`config.mk`:
```
export PLATFORM = sky130hd
export DESIGN_NAME = mole_game_controller
export DESIGN_NICKNAME = d
export VERILOG_FILES = /design/src/rtl/mole_game_controller.sv
export SDC_FILE = /design/constraint.sdc
export NUM_CORES = 1
export LEC_CHECK = 0
export ABC_AREA = 1
export ABC_CLOCK_PERIOD_IN_PS = 1850
export CORE_MARGIN = 5
export CORE_UTILIZATION = 25
export DETAILED_ROUTE_END_ITERATION = 16
export HOLD_SLACK_MARGIN = 0.03
export PLACE_DENSITY_LB_ADDON = 0.08
export SYNTH_ARGS = -nofsm -noshare
export SYNTH_HDL_FRONTEND = slang
export SYNTH_SLANG_ARGS = --single-unit
```
`constraint.sdc`:
```
create_clock -name clk -period 1.85 [get_ports clk]
set_input_delay 0.185 -clock clk [delete_from_list [all_inputs] [get_ports clk]]
set_output_delay 0.185 -clock clk [all_outputs]
set_load 0.01 [all_outputs]
```
`src/rtl/mole_game_controller.sv`:
```
// Whack-a-mole sequencing FSM: round arming, LFSR mole placement, whack
// detection on switch toggles, score keeping and the seconds countdown.

// One switch lane: registers the switch and flags any change as a toggle.
// No reset on purpose: the first clock after release loads the live switch value.
module mole_sw_toggle (
  input  logic clk,
  input  logic sw_bit,
  output logic toggle
);
  logic sw_q;

  always_ff @(posedge clk) sw_q <= sw_bit;

  assign toggle = sw_bit ^ sw_q;
endmodule

module mole_game_controller #(
  parameter int          MOLE_CYCLES  = 75000000,
  parameter int          GAME_SECONDS = 30,
  parameter int          MAX_SCORE    = 99,
  parameter logic [15:0] LFSR_SEED    = 16'hACE1
) (
  input  logic        clk,
  input  logic        reset,
  input  logic        start,
  input  logic [15:0] sw,
  input  logic        sec_tick,
  output logic [15:0] LED,
  output logic [7:0]  timer_count,
  output logic [7:0]  score_count,
  output logic        playing,
  output logic        game_over
);
  localparam int NUM_LANES = 16;
  localparam int CNT_W     = (MOLE_CYCLES > 1) ? $clog2(MOLE_CYCLES) : 1;

  typedef enum logic [1:0] {IDLE, SPAWN, UP, OVER} state_t;

  state_t               state_q, state_d;
  logic [15:0]          lfsr;
  logic                 start_q;
  logic [3:0]           mole_idx;
  logic [CNT_W-1:0]     mole_cnt;
  logic [NUM_LANES-1:0] toggles;
  logic [3:0]           cand;
  logic                 start_rise, in_round, hit, timeout, last_tick, reload;

  for (genvar g = 0; g < NUM_LANES; g++) begin : g_lane
    mole_sw_toggle u_tog (
      .clk    (clk),
      .sw_bit (sw[g]),
      .toggle (toggles[g])
    );
  end

  assign start_rise = start & ~start_q;
  assign in_round   = (state_q == SPAWN) || (state_q == UP);
  assign hit        = (state_q == UP) && toggles[mole_idx];
  assign timeout    = (state_q == UP) && (mole_cnt == '0);
  assign last_tick  = in_round && sec_tick && (timer_count == 8'd1);
  assign reload     = ((state_q == IDLE) || (state_q == OVER)) && start_rise;
  assign cand       = lfsr[3:0];

  // State register
  always_ff @(posedge clk or negedge reset) begin
    if (!reset) state_q <= IDLE;
    else        state_q <= state_d;
  end

  // Next state; the final second ends the round even over a same-cycle hit
  always_comb begin
    state_d = state_q;
    case (state_q)
      IDLE:    if (start_rise) state_d = SPAWN;
      SPAWN:   state_d = UP;
      UP:      if (hit || timeout) state_d = SPAWN;
      OVER:    if (start_rise) state_d = IDLE;
      default: state_d = IDLE;
    endcase
    if (last_tick) state_d = OVER;
  end

  // Outputs decoded from state
  always_comb begin
    LED       = '0;
    playing   = 1'b0;
    game_over = 1'b0;
    case (state_q)
      SPAWN:   playing = 1'b1;
      UP: begin
        playing = 1'b1;
        LED     = 16'd1 << mole_idx;
      end
      OVER:    game_over = 1'b1;
      default: ;
    endcase
  end

  // Datapath: LFSR (taps 16,14,13,11), mole position/dwell, timer and score
  always_ff @(posedge clk or negedge reset) begin
    if (!reset) begin
      lfsr        <= LFSR_SEED;
      start_q     <= 1'b0;
      mole_idx    <= '0;
      mole_cnt    <= '0;
      timer_count <= 8'(GAME_SECONDS);
      score_count <= '0;
    end else begin
      lfsr    <= {lfsr[14:0], lfsr[15] ^ lfsr[13] ^ lfsr[12] ^ lfsr[10]};
      start_q <= start;

      if (state_q == SPAWN) begin
        // Bump a repeated position so the mole always visibly moves
        mole_idx <= (cand == mole_idx) ? cand + 4'd1 : cand;
        mole_cnt <= CNT_W'(MOLE_CYCLES - 1);
      end else if (state_q == UP && mole_cnt != '0) begin
        mole_cnt <= mole_cnt - 1'b1;
      end

      if (reload)                                            timer_count <= 8'(GAME_SECONDS);
      else if (in_round && sec_tick && timer_count > 8'd1)   timer_count <= timer_count - 8'd1;
      else if (last_tick)                                    timer_count <= '0;

      if (reload)                                            score_count <= '0;
      else if (hit && score_count < 8'(MAX_SCORE))           score_count <= score_count + 8'd1;
    end
  end
endmodule

```
==> results of run 1 <==
==> synth_stat cells, types with 3 or more instances <==
cell and count:
nand2_2 6, ha_1 9, nor2_4 4, xnor2_1 8, nand3_1 49, xor2_1 14
clkbuf_1 5, o211ai_1 5, inv_1 72, a21oi_1 14, nand3b_1 3, nor2_2 7
dfxtp_1 16, o31ai_1 3, nor2_1 73, o21ai_0 24, nand2_1 119, dfrtp_1 54
or2_2 3, nand4_1 11, dfstp_2 12, nor3_1 9, o22ai_1 3
==> power by group <==
group / internal [W] / switching [W] / leakage (nW)
Clock: 0.00116 / 0.000744 / 0.154
Sequential: 0.00206 / 0.000226 / 0.933
Combinational: 0.00124 / 0.00161 / 1.69
Total: 0.00446 / 0.00258 / 2.78
==> how the worst max path moves through the flow <==
stage,startpoint,endpoint,slack (ns),cells after the start
2_1_floorplan,mole_cnt[0],mole_cnt[17],0.13,11
3_5_place_dp,mole_cnt[1],mole_cnt[26],0.005,10
4_1_cts,mole_cnt[1],mole_cnt[22],0.004,10
5_1_grt,mole_cnt[9],state_q[1],-0.03,11
3_3_place_gp,mole_cnt[1],mole_cnt[26],-0.002,10
6_report,state_q[0],LED[6],0.11,5
==> worst max-delay path: cells and delay by family (launching register included) <==
kind	cells	cell delay, ns
adder cells (fa/ha/maj)	1	0.16
flip-flops	1	0.39
buffers and inverters	2	0.36
AND/OR/NAND/NOR	2	0.29
==> routing by layer <==
layer	routed length, µm	up-vias
met1	5536	1750
li1	-	1960
met5	0	-
met3	302	10
met4	167	0
met2	5152	31
==> stage by stage <==
step	setup slack, ns	instance area, µm²	cells
6_report	0.1136	5881	879
2_1_floorplan	0.1261	4275	544
4_1_cts	0.003553	5746	875
5_1_grt	-0.03352	5881	879
3_5_place_dp	0.004727	5406	857
3_3_place_gp	-0.001749	5406	857
==> layout make-up <==
type	count	area [µm²]	area share
Clock inverter	4	47.55	0.008085
Tap cell	220	275.3	0.04681
Sequential cell	82	1991	0.3385
Multi-Input combinational cell	379	2095	0.3562
Timing Repair Buffer	106	919.6	0.1564
Inverter	76	285.3	0.04851
Clock buffer	12	267.8	0.04553
==> logic make-up after synthesis <==
family / count (synthesis) / synth area share
fa+ha+maj: 9 / 0.02634
flops: 82 / 0.4647
simple gates: 292 / 0.3105
compound gates: 56 / 0.07843
xor+xnor: 22 / 0.04507
buf+inv: 83 / 0.07492
==> registers in the layout, summed over array words and instances, names as in the netlist <==
signal / flops
mole_cnt: 27
start_q: 1
timer_count: 8
state_q: 2
g_lane.u_tog.sw_q: 16
lfsr: 16
mole_idx: 4
score_count: 8
==> what timing repair did <==
item	in CTS	in global routing
pin swaps	0	6
hold buffers	1	0
gates resized for setup	26	36
endpoints found under the hold margin	10	0
setup buffers	1	4
endpoints found under the setup margin	17	36
==> impl_metrics.yaml, run 1 <==
outcome:
  outcome: "finished clean"
clock_tree:
  clkTransAtPathRegs_ns: 0.06
  cts_tree: "done"
  cts_sinks: 82
  cts-buffers-inserted: 9
  htree_levels: 3
  cts_buffer_depth: 2
  clock_latency_ns: 0.34
  cts_root_buf: "clkbuf_16"
power_and_ir_drop:
  p_per_area_nw_per_um2: 1198
  p_leak_nw: 2.778
  ir_drop_uv: 603.1
  p_total_w: 0.007043
floorplanning:
  dieArea_um2: 19820
  die_h_um: 140.8
  core-area_um2: 16700
  rows: 47
  pin_count: 54
  die_x_um: 140.8
  start_util: 0.2560
timing:
  finalSetupTns_ns: 0
  holdWs_ns: 0.3107
  hold_viol_final: 0
  finalSetupViolCount: 0
  relSlewSlack: 0.7355
  fin_crit_ns: 1.736
  finalCritPeriodShare: 0.9386
  skew_ns: 0.008245
  tightest_slew_ns: 0.3967
  grt_setup_unrepaired: "true"
  maxSlewViolCount: 0
  fmax_ghz: 0.5759
synth:
  netlist_top_cells_area: "dfrtp_1 (32%), nand2_1 (10%), dfxtp_1 (7.5%)"
  ys_ff_latch: 82
  synthArstFlopShare: 0.8049
  yosys_most_used_dff: "dfrtp_1"
  ys_warn_count: 0
  synth_largest_area_cell: "dfrtp_1"
  netlist.area_leader.share: 0.3161
  syn_area_um2: 4275
  synth_cells: 544
  syn_area_per_cell_um2: 7.859
  syn-num-nets: 573
  yosysUniqueCellTypes: 39
  synth_edf_count: 0
  seq_area_frac_synth: 0.4647
finish:
  area_delta_synth_final_pct: 37.55
  final_util: 0.3521
  diodes: 0
  fillerInstances: 1760
  final_common_cell: "nand2_1"
  nets: 683
  drive_gt1_frac: 0.2155
  final_cell_mix: "nand2_1 (111), inv_1 (68), nor2_1 (65)"
global_routing:
  grt_pass1_vias: 3669
  busiest_layer: "met2"
  gr-usage-met2: 0.1827
  globalRouteOverflowTotal: 0
  grt_pass1_wl_um: 18710
  grt_usage: 0.1184
  met3_usage: 0.03082
  antenna_found_initial: 0
  grt_max_degree: 39
  grt_util_met1: 0.1612
detailed_routing:
  vias: 3751
  ant_nets: 0
  drt-pass1-iter-count: 4
  vias_per_cell: 4.267
  drc: 0
  drt_iter0_drc: 189
  wl_um: 11160
  wire_per_inst_um: 12.70
setup_path:
  arrival_ns: 1.55
  crit_chain: "inv_2 -> ha_4 -> nand2_2 -> nor2_2 -> dlygate4sd2_1"
  r2r_cells: 10
  worstPathRequired_ns: 1.66
  cp-start-kind: "flop"
  r2r_end: "score_count[1]"
  worst_path_largest_cell_delay_ns: 0.39
  path_class: "reg2out"
  cp-end-kind: "primary output"
  cp_slowest_cell: "dfrtp_1"
  crit_fanout: 8
  reg2reg_from: "state_q[0]"
  r2r_slack_ns: 0.14
worst_hold_path:
  holdPathEnd: "start_q"
  hp-start: "start"
  min_path_cells: 1
  hold_path.class: "in2reg"
placement:
  port_buffers: 53
  dp_hpwl_um: 8383
  place_congestion: 0.7721
run:
  cap_violations: 0
Note: power is estimated with default switching activity, not from simulation.
==> run 2, diff against run 1 <==
--- a/config.mk
+++ b/config.mk
@@ -7,10 +7,11 @@
 export LEC_CHECK = 0
 export ABC_AREA = 1
 export ABC_CLOCK_PERIOD_IN_PS = 1850
-export CORE_MARGIN = 5
+export CORE_MARGIN = 3
 export CORE_UTILIZATION = 25
 export DETAILED_ROUTE_END_ITERATION = 16
 export HOLD_SLACK_MARGIN = 0.03
+export MAX_ROUTING_LAYER = met4
 export PLACE_DENSITY_LB_ADDON = 0.08
 export SYNTH_ARGS = -nofsm -noshare
 export SYNTH_HDL_FRONTEND = slang
==> impl_metrics.yaml, run 2 (same netlist as run 1, synthesis figures left out) <==
finish:
  nets: 688
  largestRegisters: "mole_cnt (27), g_lane.u_tog.sw_q (16), lfsr (16)"
  regMostFlops: "mole_cnt"
  area_delta_synth_final_pct: 39.24
  diodes: 0
  final_common_cell: "nand2_1"
  drive_gt1_frac: 0.2078
  final_util: 0.3577
  largest_reg_flops: 27
  final_cell_mix: "nand2_1 (113), inv_1 (69), nor2_1 (65)"
clock_tree:
  cts_sinks: 82
  cts_buffer_depth: 2
  cts_tree: "done"
  htree_levels: 3
  cts_root_buf: "clkbuf_16"
  clock_latency_ns: 0.35
  cts-buffers-inserted: 9
  clkTransAtPathRegs_ns: 0.07
setup_path:
  worst_path_largest_cell_delay_ns: 0.37
  crit_chain: "inv_1 -> ha_4 -> nand2_4 -> nor2_4 -> nand2_4 -> nor2_4 -> nor2_4 -> buf_6 -> nand3_1 -> or2_0 -> nand3_1"
  cp-end-kind: "flop"
  cp-start-kind: "flop"
  crit_fanout: 5
  crit_top_cell: "nor2_4"
  cp_slowest_cell: "dfrtp_1"
  path_class: "reg2reg"
  worstPathRequired_ns: 2.13
  arrival_ns: 2.01
global_routing:
  grt_usage: 0.1333
  antenna_found_initial: 0
  grt_pass1_vias: 3796
  grt_pass1_wl_um: 18880
  globalRouteOverflowTotal: 0
  grt_max_degree: 27
detailed_routing:
  ant_nets: 0
  vias: 3786
  drt_iter0_drc: 147
  wl_um: 11340
  drc: 0
  wire_per_inst_um: 12.83
  drt-pass1-iter-count: 4
  vias_per_cell: 4.283
power_and_ir_drop:
  ir_drop_uv: 650.8
  p_per_area_nw_per_um2: 1202
  p_leak_nw: 2.812
floorplanning:
  die_x_um: 136.8
  start_util: 0.2569
  core-area_um2: 16640
  die_h_um: 136.8
  dieArea_um2: 18710
  rows: 47
  pin_count: 54
outcome:
  outcome: "finished clean"
worst_hold_path:
  hold_path.class: "in2reg"
timing:
  maxSlewViolCount: 0
  finalCritPeriodShare: 0.9379
  skew_ns: 0.009394
  finalSetupTns_ns: 0
  tightest_slew_ns: 0.4852
  hold_viol_final: 0
  relSlewSlack: 0.6765
  finalSetupViolCount: 0
  fmax_ghz: 0.5763
  fin_crit_ns: 1.735
placement:
  port_buffers: 53
  dp_hpwl_um: 8289
  place_congestion: 0.7725
run:
  cap_violations: 0
run 2: cell count changes in the layout (fill, tap and decap cells not counted), moves of 2 or more:
cell     previous run  this run
nand3_2             3         1
nor2_4              7        11
nor2_2             12         8
buf_4              50        54
nand2_1           111       113
nand2_2            12         7
inv_2               6         4
nand2_4             3         6
nor3_1              6         8
run 2: critical path, delay by kind of cell, from the launching register on:
family,cells,cell delay [ns]
DFF,1,0.37
and+or+nand+nor,8,0.89
adders and majority gates,1,0.17
buffers and inverters,2,0.23
run 2: through the flow:
step	area (µm²)	instances	hold WS (ns)	power, W	setup slack, ns
floorplan	4275	544	-0.1106	0.003844	0.1261
CTS	5803	878	0.3008	0.007150	0.006889
global route	5953	884	0.3034	0.007695	-0.0002343
detailed placement	5421	859	0.1773	0.005036	-0.004662
finish	5953	884	0.3202	0.007153	0.1149
global placement	5421	859	0.1848	0.005029	0.009459
run 2: layer usage:
| layer | wire length [µm] | up-vias | global-route usage |
|---|---|---|---|
| li1 | - | 1974 | - |
| met1 | 5474 | 1748 | 0.1684 |
| met2 | 5264 | 55 | 0.2070 |
| met3 | 479 | 9 | 0.03971 |
| met4 | 121 | 0 | 0.03991 |
| met5 | 0 | - | - |
run 2: path summary, 6_finish.rpt:
check / from / to / slack, ns / cells past startpoint
worst min register to register: lfsr[4] / lfsr[5] / 0.35 / 0
worst max-delay path: mole_cnt[1] / mole_cnt[19] / 0.11 / 11
min in group asynchronous: reset / mole_cnt[24] / 0.33 / 2
max in group asynchronous: reset / timer_count[4] / 0.90 / 3
worst max register to register: mole_cnt[1] / mole_cnt[19] / 0.11 / 11
worst min-delay path: sw[0] / g_lane[0].u_tog.sw_q / 0.32 / 1
run 2: area by class of cell:
cell class / instances / area (µm²)
clock buffers: 11 / 242.7
clock inverters: 5 / 77.57
fillers: 1720 / 10690
inverters: 76 / 287.8
multi-input cells: 379 / 2116
flip-flops and latches: 82 / 1989
well taps: 220 / 275.3
repair buffers: 111 / 964.7
run 2: power breakdown:
group	switching (W)	total (W)	internal (W)	leakage, nW
registers	0.000217	0.00228	0.00206	0.935
clock network	0.000753	0.00197	0.00122	0.156
logic	0.00167	0.00291	0.00124	1.72
run 2: what timing repair did:
item                                    CTS  global route
pin swaps                                 1            11
buffers inserted                          2             6
hold buffers                              1             0
hold endpoints to repair                 11             0
endpoints found under the setup margin   21            38
resized for setup                        31            30
